===== config.mk =====
export PLATFORM = sky130hd
export DESIGN_NAME = prng_operand_dispatch_flat
export DESIGN_NICKNAME = d
export VERILOG_FILES = /design/src/rtl/prng_dispatch_pkg.sv /design/src/rtl/prng_operand_dispatch_if.sv /design/src/rtl/prng_dispatch_fifo.sv /design/src/rtl/prng_operand_dispatch.sv /design/src/flat_wrapper.sv
export SDC_FILE = /design/constraint.sdc
export NUM_CORES = 1
export LEC_CHECK = 0
export ABC_CLOCK_PERIOD_IN_PS = 5150
export BUFFER_PORTS_ARGS = -buffer_cell sky130_fd_sc_hd__buf_2
export CORE_MARGIN = 2
export CORE_UTILIZATION = 40
export DETAILED_ROUTE_END_ITERATION = 7
export PLACE_DENSITY = 0.65
export SYNTH_ARGS = -nofsm -noshare
export SYNTH_HDL_FRONTEND = slang
export SYNTH_HIERARCHICAL = 1
export SYNTH_SLANG_ARGS = --single-unit
export TNS_END_PERCENT = 5

===== constraint.sdc =====
create_clock -name i_clk -period 5.15 [get_ports i_clk]
set_input_delay 1.03 -clock i_clk [delete_from_list [all_inputs] [get_ports i_clk]]
set_output_delay 1.03 -clock i_clk [all_outputs]
set_load 0.02 [all_outputs]

===== src/rtl/prng_dispatch_pkg.sv =====
`default_nettype none
// ============================================================================
// Module   : prng_dispatch_pkg
// Purpose  : Shared types and field-layout constants for the PRNG operand
//            dispatcher (state encoding, operand field positions).
// Revision : 1.0 - initial release
// ============================================================================
package prng_dispatch_pkg;

   // Operand width the default field layout is derived from
   localparam int unsigned DEF_OP_WIDTH = 16;

   // LSB of operand slot 'slot' (0 = z, 1 = y, 2 = x, 3 = func bit)
   function automatic int unsigned op_lsb(input int unsigned op_w, input int unsigned slot);
      return slot * op_w;
   endfunction

   localparam int unsigned FUNC_BIT = op_lsb(DEF_OP_WIDTH, 3);
   localparam int unsigned X_LSB    = op_lsb(DEF_OP_WIDTH, 2);
   localparam int unsigned Y_LSB    = op_lsb(DEF_OP_WIDTH, 1);
   localparam int unsigned Z_LSB    = op_lsb(DEF_OP_WIDTH, 0);

   typedef enum logic [1:0] {
      IDLE   = 2'd0,
      ACTIVE = 2'd1,
      DRAIN  = 2'd2,
      DONE   = 2'd3
   } st_dispatch_state;

endpackage
`default_nettype wire


===== src/rtl/prng_operand_dispatch_if.sv =====
`default_nettype none
// ============================================================================
// Module   : prng_operand_dispatch_if
// Purpose  : Generator-side and array-side signals of the operand dispatcher.
//            o_signature exists only when PRNG_DISPATCH_MISR_EN is defined.
// Revision : 1.0 - initial release
// ============================================================================
interface prng_operand_dispatch_if #(
   parameter int DATA_WIDTH = 49,
   parameter int OP_WIDTH   = 16,
   parameter int CNT_WIDTH  = 16
);
   logic                  i_clr;
   logic                  i_vld;
   logic [DATA_WIDTH-1:0] i_data;
   logic                  i_done;
   logic                  i_rdy;
   logic                  o_vld;
   logic                  o_func;
   logic [OP_WIDTH-1:0]   o_x;
   logic [OP_WIDTH-1:0]   o_y;
   logic [OP_WIDTH-1:0]   o_z;
   logic [CNT_WIDTH-1:0]  o_count;
   logic                  o_overflow;
   logic                  o_busy;
   logic                  o_done;
`ifdef PRNG_DISPATCH_MISR_EN
   logic [DATA_WIDTH-1:0] o_signature;
`endif

   // Driver side: generator, downstream ready and control
   modport master (
      output i_clr, i_vld, i_data, i_done, i_rdy,
      input  o_vld, o_func, o_x, o_y, o_z, o_count, o_overflow, o_busy, o_done
`ifdef PRNG_DISPATCH_MISR_EN
      , input o_signature
`endif
   );

   // Dispatcher side
   modport slave (
      input  i_clr, i_vld, i_data, i_done, i_rdy,
      output o_vld, o_func, o_x, o_y, o_z, o_count, o_overflow, o_busy, o_done
`ifdef PRNG_DISPATCH_MISR_EN
      , output o_signature
`endif
   );

endinterface
`default_nettype wire


===== src/rtl/prng_dispatch_fifo.sv =====
`default_nettype none
// ============================================================================
// Module   : prng_dispatch_fifo
// Purpose  : Show-ahead FIFO; head word is visible combinationally while
//            non-empty. Pointers carry one wrap bit to tell full from empty.
// Revision : 1.0 - initial release
// ============================================================================
module prng_dispatch_fifo #(
   parameter int DATA_WIDTH = 49,
   parameter int FIFO_DEPTH = 4
) (
   input  wire logic                          i_clk,
   input  wire logic                          i_rst,
   input  wire logic                          i_flush,
   input  wire logic                          i_push,
   input  wire logic [DATA_WIDTH-1:0]         i_data,
   input  wire logic                          i_pop,
   output logic      [DATA_WIDTH-1:0]         o_head,
   output logic                               o_full,
   output logic                               o_empty,
   output logic      [$clog2(FIFO_DEPTH):0]   o_level
);
   localparam int C_AW = $clog2(FIFO_DEPTH);

   logic [DATA_WIDTH-1:0] r_mem [FIFO_DEPTH];
   logic [C_AW:0]         r_wr_ptr;
   logic [C_AW:0]         r_rd_ptr;
   logic                  w_push;
   logic                  w_pop;

   // Flush dominates; a pop of an empty FIFO is ignored
   assign w_push = i_push && !i_flush;
   assign w_pop  = i_pop  && !i_flush && !o_empty;

   // Pointer update; async reset discards contents at once
   always_ff @(posedge i_clk or posedge i_rst) begin
      if (i_rst) begin
         r_wr_ptr <= '0;
         r_rd_ptr <= '0;
      end else if (i_flush) begin
         r_wr_ptr <= '0;
         r_rd_ptr <= '0;
      end else begin
         if (w_push) r_wr_ptr <= r_wr_ptr + 1'b1;
         if (w_pop)  r_rd_ptr <= r_rd_ptr + 1'b1;
      end
   end

   // Storage array, written at the write pointer
   always_ff @(posedge i_clk) begin
      if (w_push) r_mem[r_wr_ptr[C_AW-1:0]] <= i_data;
   end

   assign o_head  = r_mem[r_rd_ptr[C_AW-1:0]];
   assign o_empty = (r_wr_ptr == r_rd_ptr);
   assign o_full  = (r_wr_ptr[C_AW] != r_rd_ptr[C_AW]) &&
                    (r_wr_ptr[C_AW-1:0] == r_rd_ptr[C_AW-1:0]);
   assign o_level = r_wr_ptr - r_rd_ptr;

endmodule
`default_nettype wire


===== src/rtl/prng_operand_dispatch.sv =====
`default_nettype none
// ============================================================================
// Module   : prng_operand_dispatch
// Purpose  : Buffers the PRNG word stream, splits each word into func/x/y/z
//            and issues it over valid/ready; counts packets, flags drops and
//            pulses o_done once generator done is seen and the buffer drains.
//            Optional MISR signature: define PRNG_DISPATCH_MISR_EN.
// Revision : 1.0 - initial release
// ============================================================================
module prng_operand_dispatch
   import prng_dispatch_pkg::*;
#(
   parameter int DATA_WIDTH = 49,
   parameter int OP_WIDTH   = 16,
   parameter int FIFO_DEPTH = 4,
   parameter int CNT_WIDTH  = 16
) (
   input wire logic                 i_clk,
   input wire logic                 i_rst,
   prng_operand_dispatch_if.slave   bus
);
   localparam int C_AW       = $clog2(FIFO_DEPTH);
   localparam int C_FUNC_BIT = int'(op_lsb(OP_WIDTH, 3));
   localparam int C_X_LSB    = int'(op_lsb(OP_WIDTH, 2));
   localparam int C_Y_LSB    = int'(op_lsb(OP_WIDTH, 1));
   localparam int C_Z_LSB    = int'(op_lsb(OP_WIDTH, 0));
   localparam logic [C_AW:0]      C_LEVEL_ONE = {{C_AW{1'b0}}, 1'b1};
   localparam logic [CNT_WIDTH-1:0] C_CNT_MAX = {CNT_WIDTH{1'b1}};

   st_dispatch_state       r_state;
   st_dispatch_state       w_state_nxt;
   logic [DATA_WIDTH-1:0]  w_head;
   logic                   w_full;
   logic                   w_empty;
   logic [C_AW:0]          w_level;
   logic                   w_pop;
   logic                   w_push;
   logic                   w_drop;
   logic                   w_will_empty;
   logic                   w_done_pend;
   logic                   w_busy;
   logic                   w_done;
   logic [CNT_WIDTH-1:0]   r_count;
   logic                   r_overflow;

   // A full FIFO still accepts a write when the head leaves the same cycle
   assign w_pop  = !w_empty && bus.i_rdy;
   assign w_push = bus.i_vld && (!w_full || w_pop);
   assign w_drop = bus.i_vld && w_full && !w_pop;

   // FIFO will hold nothing after this edge
   assign w_will_empty = (w_empty && !w_push) ||
                         ((w_level == C_LEVEL_ONE) && w_pop && !w_push);
   assign w_done_pend  = (r_state == DRAIN) || bus.i_done;

   prng_dispatch_fifo #(
      .DATA_WIDTH (DATA_WIDTH),
      .FIFO_DEPTH (FIFO_DEPTH)
   ) u_fifo (
      .i_clk   (i_clk),
      .i_rst   (i_rst),
      .i_flush (bus.i_clr),
      .i_push  (w_push),
      .i_data  (bus.i_data),
      .i_pop   (w_pop),
      .o_head  (w_head),
      .o_full  (w_full),
      .o_empty (w_empty),
      .o_level (w_level)
   );

   // State register
   always_ff @(posedge i_clk or posedge i_rst) begin
      if (i_rst) r_state <= IDLE;
      else       r_state <= w_state_nxt;
   end

   // Next-state: pending done completes as soon as the buffer will be empty
   always_comb begin
      w_state_nxt = r_state;
      if (bus.i_clr) begin
         w_state_nxt = IDLE;
      end else begin
         case (r_state)
            IDLE, ACTIVE, DRAIN: begin
               if (w_done_pend && w_will_empty)  w_state_nxt = DONE;
               else if (w_done_pend)             w_state_nxt = DRAIN;
               else if ((r_state == IDLE) && bus.i_vld) w_state_nxt = ACTIVE;
            end
            DONE:    w_state_nxt = IDLE;
            default: w_state_nxt = IDLE;
         endcase
      end
   end

   // State-decoded outputs
   always_comb begin
      w_busy = (r_state != IDLE);
      w_done = (r_state == DONE);
   end

   // Saturating issued-packet counter
   always_ff @(posedge i_clk or posedge i_rst) begin
      if (i_rst)                            r_count <= '0;
      else if (bus.i_clr)                   r_count <= '0;
      else if (w_pop && r_count != C_CNT_MAX) r_count <= r_count + 1'b1;
   end

   // Sticky drop flag
   always_ff @(posedge i_clk or posedge i_rst) begin
      if (i_rst)          r_overflow <= 1'b0;
      else if (bus.i_clr) r_overflow <= 1'b0;
      else if (w_drop)    r_overflow <= 1'b1;
   end

`ifdef PRNG_DISPATCH_MISR_EN
   logic [DATA_WIDTH-1:0] r_signature;

   // MISR: rotate left by one and fold in each popped word
   always_ff @(posedge i_clk or posedge i_rst) begin
      if (i_rst)          r_signature <= '0;
      else if (bus.i_clr) r_signature <= '0;
      else if (w_pop)     r_signature <= {r_signature[DATA_WIDTH-2:0], r_signature[DATA_WIDTH-1]} ^ w_head;
   end

   assign bus.o_signature = r_signature;
`endif

   assign bus.o_vld      = !w_empty;
   assign bus.o_func     = w_head[C_FUNC_BIT];
   assign bus.o_x        = w_head[C_X_LSB +: OP_WIDTH];
   assign bus.o_y        = w_head[C_Y_LSB +: OP_WIDTH];
   assign bus.o_z        = w_head[C_Z_LSB +: OP_WIDTH];
   assign bus.o_count    = r_count;
   assign bus.o_overflow = r_overflow;
   assign bus.o_busy     = w_busy;
   assign bus.o_done     = w_done;

endmodule
`default_nettype wire

===== src/flat_wrapper.sv =====
// flat-port wrapper written by rule: the top's interface ports become plain ports
module prng_operand_dispatch_flat import prng_dispatch_pkg::*;
#(
   parameter int DATA_WIDTH = 49,
   parameter int OP_WIDTH   = 16,
   parameter int FIFO_DEPTH = 4,
   parameter int CNT_WIDTH  = 16
)
  (i_clk, i_rst, bus_i_clr, bus_i_vld, bus_i_data, bus_i_done, bus_i_rdy, bus_o_vld, bus_o_func, bus_o_x, bus_o_y, bus_o_z, bus_o_count, bus_o_overflow, bus_o_busy, bus_o_done);
  prng_operand_dispatch_if #(.DATA_WIDTH(DATA_WIDTH), .OP_WIDTH(OP_WIDTH), .CNT_WIDTH(CNT_WIDTH)) bus_i ();
  input wire logic i_clk;
  input wire logic i_rst;
  input wire logic [$bits(bus_i.i_clr)-1:0] bus_i_clr;
  input wire logic [$bits(bus_i.i_vld)-1:0] bus_i_vld;
  input wire logic [$bits(bus_i.i_data)-1:0] bus_i_data;
  input wire logic [$bits(bus_i.i_done)-1:0] bus_i_done;
  input wire logic [$bits(bus_i.i_rdy)-1:0] bus_i_rdy;
  output wire logic [$bits(bus_i.o_vld)-1:0] bus_o_vld;
  output wire logic [$bits(bus_i.o_func)-1:0] bus_o_func;
  output wire logic [$bits(bus_i.o_x)-1:0] bus_o_x;
  output wire logic [$bits(bus_i.o_y)-1:0] bus_o_y;
  output wire logic [$bits(bus_i.o_z)-1:0] bus_o_z;
  output wire logic [$bits(bus_i.o_count)-1:0] bus_o_count;
  output wire logic [$bits(bus_i.o_overflow)-1:0] bus_o_overflow;
  output wire logic [$bits(bus_i.o_busy)-1:0] bus_o_busy;
  output wire logic [$bits(bus_i.o_done)-1:0] bus_o_done;
  assign bus_i.i_clr = bus_i_clr;
  assign bus_i.i_vld = bus_i_vld;
  assign bus_i.i_data = bus_i_data;
  assign bus_i.i_done = bus_i_done;
  assign bus_i.i_rdy = bus_i_rdy;
  assign bus_o_vld = bus_i.o_vld;
  assign bus_o_func = bus_i.o_func;
  assign bus_o_x = bus_i.o_x;
  assign bus_o_y = bus_i.o_y;
  assign bus_o_z = bus_i.o_z;
  assign bus_o_count = bus_i.o_count;
  assign bus_o_overflow = bus_i.o_overflow;
  assign bus_o_busy = bus_i.o_busy;
  assign bus_o_done = bus_i.o_done;
  prng_operand_dispatch #(.DATA_WIDTH(DATA_WIDTH), .OP_WIDTH(OP_WIDTH), .FIFO_DEPTH(FIFO_DEPTH), .CNT_WIDTH(CNT_WIDTH)) u_core (.i_clk(i_clk), .i_rst(i_rst), .bus(bus_i));
endmodule

======== Yosys cells after proc, flatten, opt, wreduce, memory -nomap -nowiden ========
Memories as Yosys holds them, arrays and structs flattened.
Index checks and enable logic that the tools add are counted.
Widths: inputs -> output; s select.
word-level totals
  memories kept ........................... 1
  flip-flop bits (word level) ............. 25
  RAM bits ................................ 196
  output and inout port bits .............. 69
  word-level logic and storage cells ...... 63
memory list
  name                 words  bits a word  rd ports  clocked after memory_dff  wr ports  RTL line                  text
  u_core.u_fifo.r_mem  4      49           1         0                         1         prng_dispatch_fifo.sv:25  logic [DATA_WIDTH-1:0] r_mem [FIFO_DEPTH];
operators by class
  add/subtract/negate cells ............... 4
  equality and inequality tests ........... 9
  mux-type cells .......................... 15
  reduce and logical (&&, ||, !) cells .... 29
operators by type and width
  kind                   number
  $mux 16                2
  $add 16x1->16 const B  1
  $ne 16x16->1 const B   1
  $logic_and 1x1->1      14
  $mux 3                 4
  $reduce_bool 2->1      5
  $mux 2                 4
  $add 3x1->3 const B    2
  $logic_not 1->1        5
  $ne 5x2->1 const B     1
  $eq 2x2->1 const B     2
  $mux 1                 4
  $pmux 2 s2             1
  $eq 3x1->1 const B     1
  $eq 3x3->1             1
  $logic_or 1x1->1       3
  $reduce_or 3->1        1
  $sub 3x3->3            1
  $eq 2x1->1 const B     1
  $eq 2x2->1             1
  $logic_not 2->1        1
  $ne 1x1->1             1

======== Logic depth before layout (Yosys ltp) ========
  depth after elaboration ................. 12
  mapped depth ............................ 9
  gate-level depth less buffers ........... 8

======== Cells and area by module ========
The synthesis kept the hierarchy.
modules (own cells, without submodules)
  module                 area each (µm²)  instances  seq. area each (µm²)  cells each
  prng_dispatch_fifo     7578.5           1          6035.8                311
  prng_operand_dispatch  1174.9           1          475.5                 122

======== Least setup slack after synthesis ========
No wires, ideal clock.
  kind .................................... register to register
  start point ............................. register u_core.u_fifo.r_rd_ptr[1]
  end point ............................... memory u_core.u_fifo.r_mem[0][0] (enable)
  library setup time ...................... 0.412 ns
  path slack .............................. 1.418 ns
  required time ........................... 4.738 ns
  path buffers ............................ 1
  period minus slack after synthesis ...... 3.732 ns
  cell stages (with the launch flop) ...... 9
  arrival time ............................ 3.320 ns
  path through ............................ dfrtp_1 -> clkbuf_1 -> inv_2 -> ha_1 -> and3_2 -> nand2b_1 -> a21boi_0 -> nor2b_1 -> and2_1
on the way
  longest elaborated chain between the ends .. 8
  elaborated cells on any way between the ends .. 11
  those cells by class .................... eq/ne (2); mux (2); reduce/logical (7)
RTL lines
  what                          RTL line                     text
  start, declared               prng_dispatch_fifo.sv:27     logic [C_AW:0] r_rd_ptr;
  start signal, assigned        prng_dispatch_fifo.sv:45     if (w_pop) r_rd_ptr <= r_rd_ptr + 1'b1;
  $eq 3x3->1                    prng_dispatch_fifo.sv:55     assign o_empty = (r_wr_ptr == r_rd_ptr);
  via u_core.w_empty            prng_operand_dispatch.sv:34  logic w_empty;
  $logic_not 1->1               prng_operand_dispatch.sv:47  assign w_pop = !w_empty && bus.i_rdy;
  $logic_and 1x1->1             prng_operand_dispatch.sv:47
  $logic_or 1x1->1              prng_operand_dispatch.sv:48  assign w_push = bus.i_vld && (!w_full || w_pop);
  $logic_and 1x1->1             prng_operand_dispatch.sv:48
  via u_core.w_push             prng_operand_dispatch.sv:37  logic w_push;
  $logic_and 1x1->1             prng_dispatch_fifo.sv:32     assign w_push = i_push && !i_flush;
  $mux 1                        prng_dispatch_fifo.sv:51     if (w_push) r_mem[r_wr_ptr[C_AW-1:0]] <= i_data;
  $mux 1 (implied by the code)  prng_dispatch_fifo.sv:51
  end, declared                 prng_dispatch_fifo.sv:25
The timed path passes the listed nets, and every way through them passes these cells.

======== Worst setup path in the final report ========
  start point ............................. register u_core.u_fifo.r_wr_ptr[0]
  end point ............................... memory u_core.u_fifo.r_mem[1][46] (enable)
on the way
  longest elaborated chain between the ends .. 8
  elaborated cells on any way between the ends .. 11
  those cells by class .................... eq/ne (2); mux (2); reduce/logical (7)
RTL lines
  what                          RTL line                     text
  start, declared               prng_dispatch_fifo.sv:26     logic [C_AW:0] r_wr_ptr;
  start signal, assigned        prng_dispatch_fifo.sv:44     if (w_push) r_wr_ptr <= r_wr_ptr + 1'b1;
  $eq 3x3->1                    prng_dispatch_fifo.sv:55
  via u_core.w_empty            prng_operand_dispatch.sv:34
  $logic_not 1->1               prng_operand_dispatch.sv:47
  $logic_and 1x1->1             prng_operand_dispatch.sv:47
  $logic_or 1x1->1              prng_operand_dispatch.sv:48
  $logic_and 1x1->1             prng_operand_dispatch.sv:48
  via u_core.w_push             prng_operand_dispatch.sv:37
  $logic_and 1x1->1             prng_dispatch_fifo.sv:32
  $mux 1                        prng_dispatch_fifo.sv:51
  $mux 1 (implied by the code)  prng_dispatch_fifo.sv:51
The timed path passes the listed nets, and every way through them passes these cells.

==> summary.txt <==
Status
  • Status: finished, final reports clean

Drt
  • DRC: 0
  • Final ANT Viol Nets: 0
  • Vias per Instance: ~5.2
  • First-pass detailed-route iteration total: 4
  • Vias: 4,561
  • Initial DRC Count: 336
  • Final WL: 17.1 mm
  • Wire per inst: approximately 20 um

Critical path
  • CP bufs+invs: 2
  • R2r startpoint: u_core/u_fifo/r_wr_ptr[0]
  • Critical Path RT: 5330 ps
  • Worst-case reg-to-reg path depth: 8
  • R2R setup slack: 1370 ps
  • Setup Crit Path Kind: reg2reg
  • Worst setup EP type: register
  • Slowest cell on the critical path: a21boi_0
  • Worst-path cell chain: inv_1, ha_1, and3_2, nand2b_1, a21boi_0, nor2b_1, and2_2, buf_4
  • CP max stage delay: 670 ps
  • Startpoint Class: register
  • Crit Path Max Fanout: 26
  • Cell family contributing the most delay on the critical path: simple AND/OR/NAND/NOR gates
  • Reg2reg end: u_core/u_fifo/r_mem[1][46]
  • CP arrival: 3960 ps

Clock tree
  • Clock tree root buffer cell: clkbuf_16
  • Setup bufs post-CTS: 0
  • Clk buf depth: 3
  • CTS tree: built
  • CTS H-tree depth: 1
  • Later-pin clock latency in the skew report: 500 ps
  • TritonCTS buffer count: 24
  • Cts repair resizes: 0
  • Post-CTS Hold Buffers: 0
  • Clk pin slew, worst setup/hold paths: 60 ps
  • Clk sink count: between 200 and 250

GRT
  • Vias in the first global route: 4,814
  • Global-route wire length before repair: roughly 27 mm
  • GR Overflow Total: 0
  • Initial antenna violation count: 2
  • Gr usage total: 14.8%
  • Largest net degree at the start of global routing: 54

STA
  • Final setup TNS: 0 ps
  • Fmax: between 200 and 300 MHz
  • RSZ-0062 raised after global routing: false
  • Setup Skew: 6.15 ps
  • Actual slew at the worst max-slew pin: 1030 ps
  • Hold_ws: 439 ps
  • Min cycle time layout: 3780 ps
  • Slew headroom: between 30% and 40%
  • Final Cycle Share: 73.4%
  • Setup-failing EPs final: 0
  • Final Max Slew Viols: 0
  • Hold Vio Cnt, Final: 0

Yosys
  • Area fraction of the dominant cell type after synthesis: between 60% and 70%
  • Largest family of logic cells by synthesized area: multiplexers
  • Number of synthesized flops with an enable pin: approximately 200
  • Main synth FF type: edfxtp_1
  • Synthesized Nets: around 500
  • Leading post-synthesis cells by cell area: edfxtp_1 67%, mux4_2 13%, dfrtp_1 7.1%, ha_1 1.1%, mux2_2 0.90%
  • XOR/XNOR Fraction of Synth Area: 0.486%
  • Unique masters post-synth: 51
  • Complex-gate fraction of the synthesized area: 2.60%
  • Seq/Total Area, Yosys: between 70 and 80%
  • Syn_area_per_cell: 20.2 sq um
  • Synth Area in Adders: between 1 and 1.5%
  • Synthesized flop and latch total: roughly 220
  • YS warnings: 6
  • FFs w/ async S/R, synth: about 11%
  • Cell count after synthesis: 433
  • Mux contribution to synthesized area: 13.9%
  • Syn Std Cell Area: 0.00875 sq mm
  • Post-synthesis simple-gate area fraction: 5.77%
  • Yosys top cell by area: edfxtp_1

Die
  • Ports: 124
  • Core ar.: ~0.022 sq mm
  • Die Span Y: 152 um
  • Die Span X: 152 um
  • Initial Utilization: 40.5%
  • DIE AREA: 0.0231 sq mm
  • Row count: 54

Layout
  • Commonest cells after routing, fill and taps aside: 196 x edfxtp_1, 123 x buf_2, 49 x mux4_2
  • Layout Nets: approximately 640
  • Layout cells sized above 1: 41.0%
  • Most common cell after layout, fill and taps aside: edfxtp_1
  • Area Overhead vs Synth: 20.3%

Placement
  • IO Port Bufs: 123
  • DP HPWL: 10.6 mm
  • GP Congestion: roughly 0.76

Power and ir drop
  • Sequential Power Share: 45.4%
  • Switching portion of total power: 24.4%
  • P_leak: 3.77 nW
  • Combinational fraction of design power: 15.9%
  • Sw Pwr: 1.09 mW
  • Power after layout: 4.49 mW
  • Int Power: 3.39 mW
  • VDD IR-drop max: around 350 uV
  • Clock Power Share: 38.7%
  • PwrDens: 426 mW/mm^2

Flow run
  • Max cap viols: 0

Hold path
  • HP Class: in2async
layer usage:
metal	wire length [um]	vias up	part of all wire, %	track usage, %
met4	466	2	2.7	4.05
li1	-	2056	-	-
met3	863	32	5.0	3.05
met5	13	-	0.076	0
met1	6900	2334	40	18.8
met2	8900	137	52	25.9
Yosys cell counts (7+ instances only):
master	number
or4_1	7
nor2_1	18
nor2b_1	8
dfrtp_1	25
ha_1	8
mux2_2	7
inv_1	13
edfxtp_1	196
a21oi_1	11
buf_2	8
mux4_2	49
cell type report:
cell class / instances / area [sq um]
fillers: 1830 / 11100
flip-flops and latches: 221 / 6520
multi-input cells: 182 / 2110
repair buffers: 130 / 681
clock buffers: 29 / 641
well taps: 280 / 350
clock inverters: 14 / 171
inverters: 14 / 52.6
diodes: 1 / 2.50
registers in the layout, indices dropped and copies added, names as in the netlist:
name / flops
u_core/bus.o_overflow: 1
u_core/u_fifo/r_wr_ptr: 3
u_core/u_fifo/r_rd_ptr: 3
u_core/u_fifo/r_mem: 196
u_core/r_state: 2
u_core/bus.o_count: 16
power by group through the flow:
| stage | clock network, mW | logic (mW) | registers (mW) |
|---|---|---|---|
| 6_report | 1.74 | 0.711 | 2.04 |
| 5_1_grt | 1.84 | 0.767 | 2.04 |
| 4_1_cts | 1.78 | 0.730 | 2.04 |
| 3_5_place_dp | 0 | 0.726 | 2.07 |
| 3_3_place_gp | 0 | 0.719 | 2.07 |
| 2_1_floorplan | 0 | 0.498 | 2.07 |
logic make-up after synthesis:
kind of cell,count (synthesis)
AOI/OAI and AO/OA,34
and+or+nand+nor,76
DFF,221
buffers and inverters,30
adders and majority gates,9
muxes,59
xor gates and xnor gates,4
worst max path at each step:
stage,from,end,cells past startpoint
after detailed placement,u_core/u_fifo/r_wr_ptr[0],u_core/u_fifo/r_mem[1][30],8
after CTS,u_core/u_fifo/r_wr_ptr[0],u_core/u_fifo/r_mem[1][34],8
after global routing,u_core/u_fifo/r_wr_ptr[0],u_core/u_fifo/r_mem[1][46],8
final,u_core/u_fifo/r_wr_ptr[0],u_core/u_fifo/r_mem[1][46],8
after global placement,u_core/u_fifo/r_wr_ptr[0],u_core/u_fifo/r_mem[1][34],8
after floorplan,u_core/u_fifo/r_rd_ptr[1],u_core/u_fifo/r_mem[0][0],8
worst register-to-register path: cells and delay by family (launching register included):
kind,cells,cell delay [ps]
flip-flops,1,410
adder cells (fa/ha/maj),1,400
AND/OR/NAND/NOR,4,1460
AO/OA/AOI/OAI,1,670
buffers and inverters,2,520
through the flow:
step / setup WS (ps) / util, % / area, sq um / cells
floorplan: 1420 / - / 8750 / 433
global placement: 1490 / 44.9 / 9710 / 827
detailed placement: 1370 / 44.9 / 9710 / 827
CTS: 1360 / 48.7 / 10500 / 870
global route: 1100 / 48.7 / 10500 / 871
finish: 1370 / 48.7 / 10500 / 871
No activity file was read; power rests on OpenSTA's default activity.
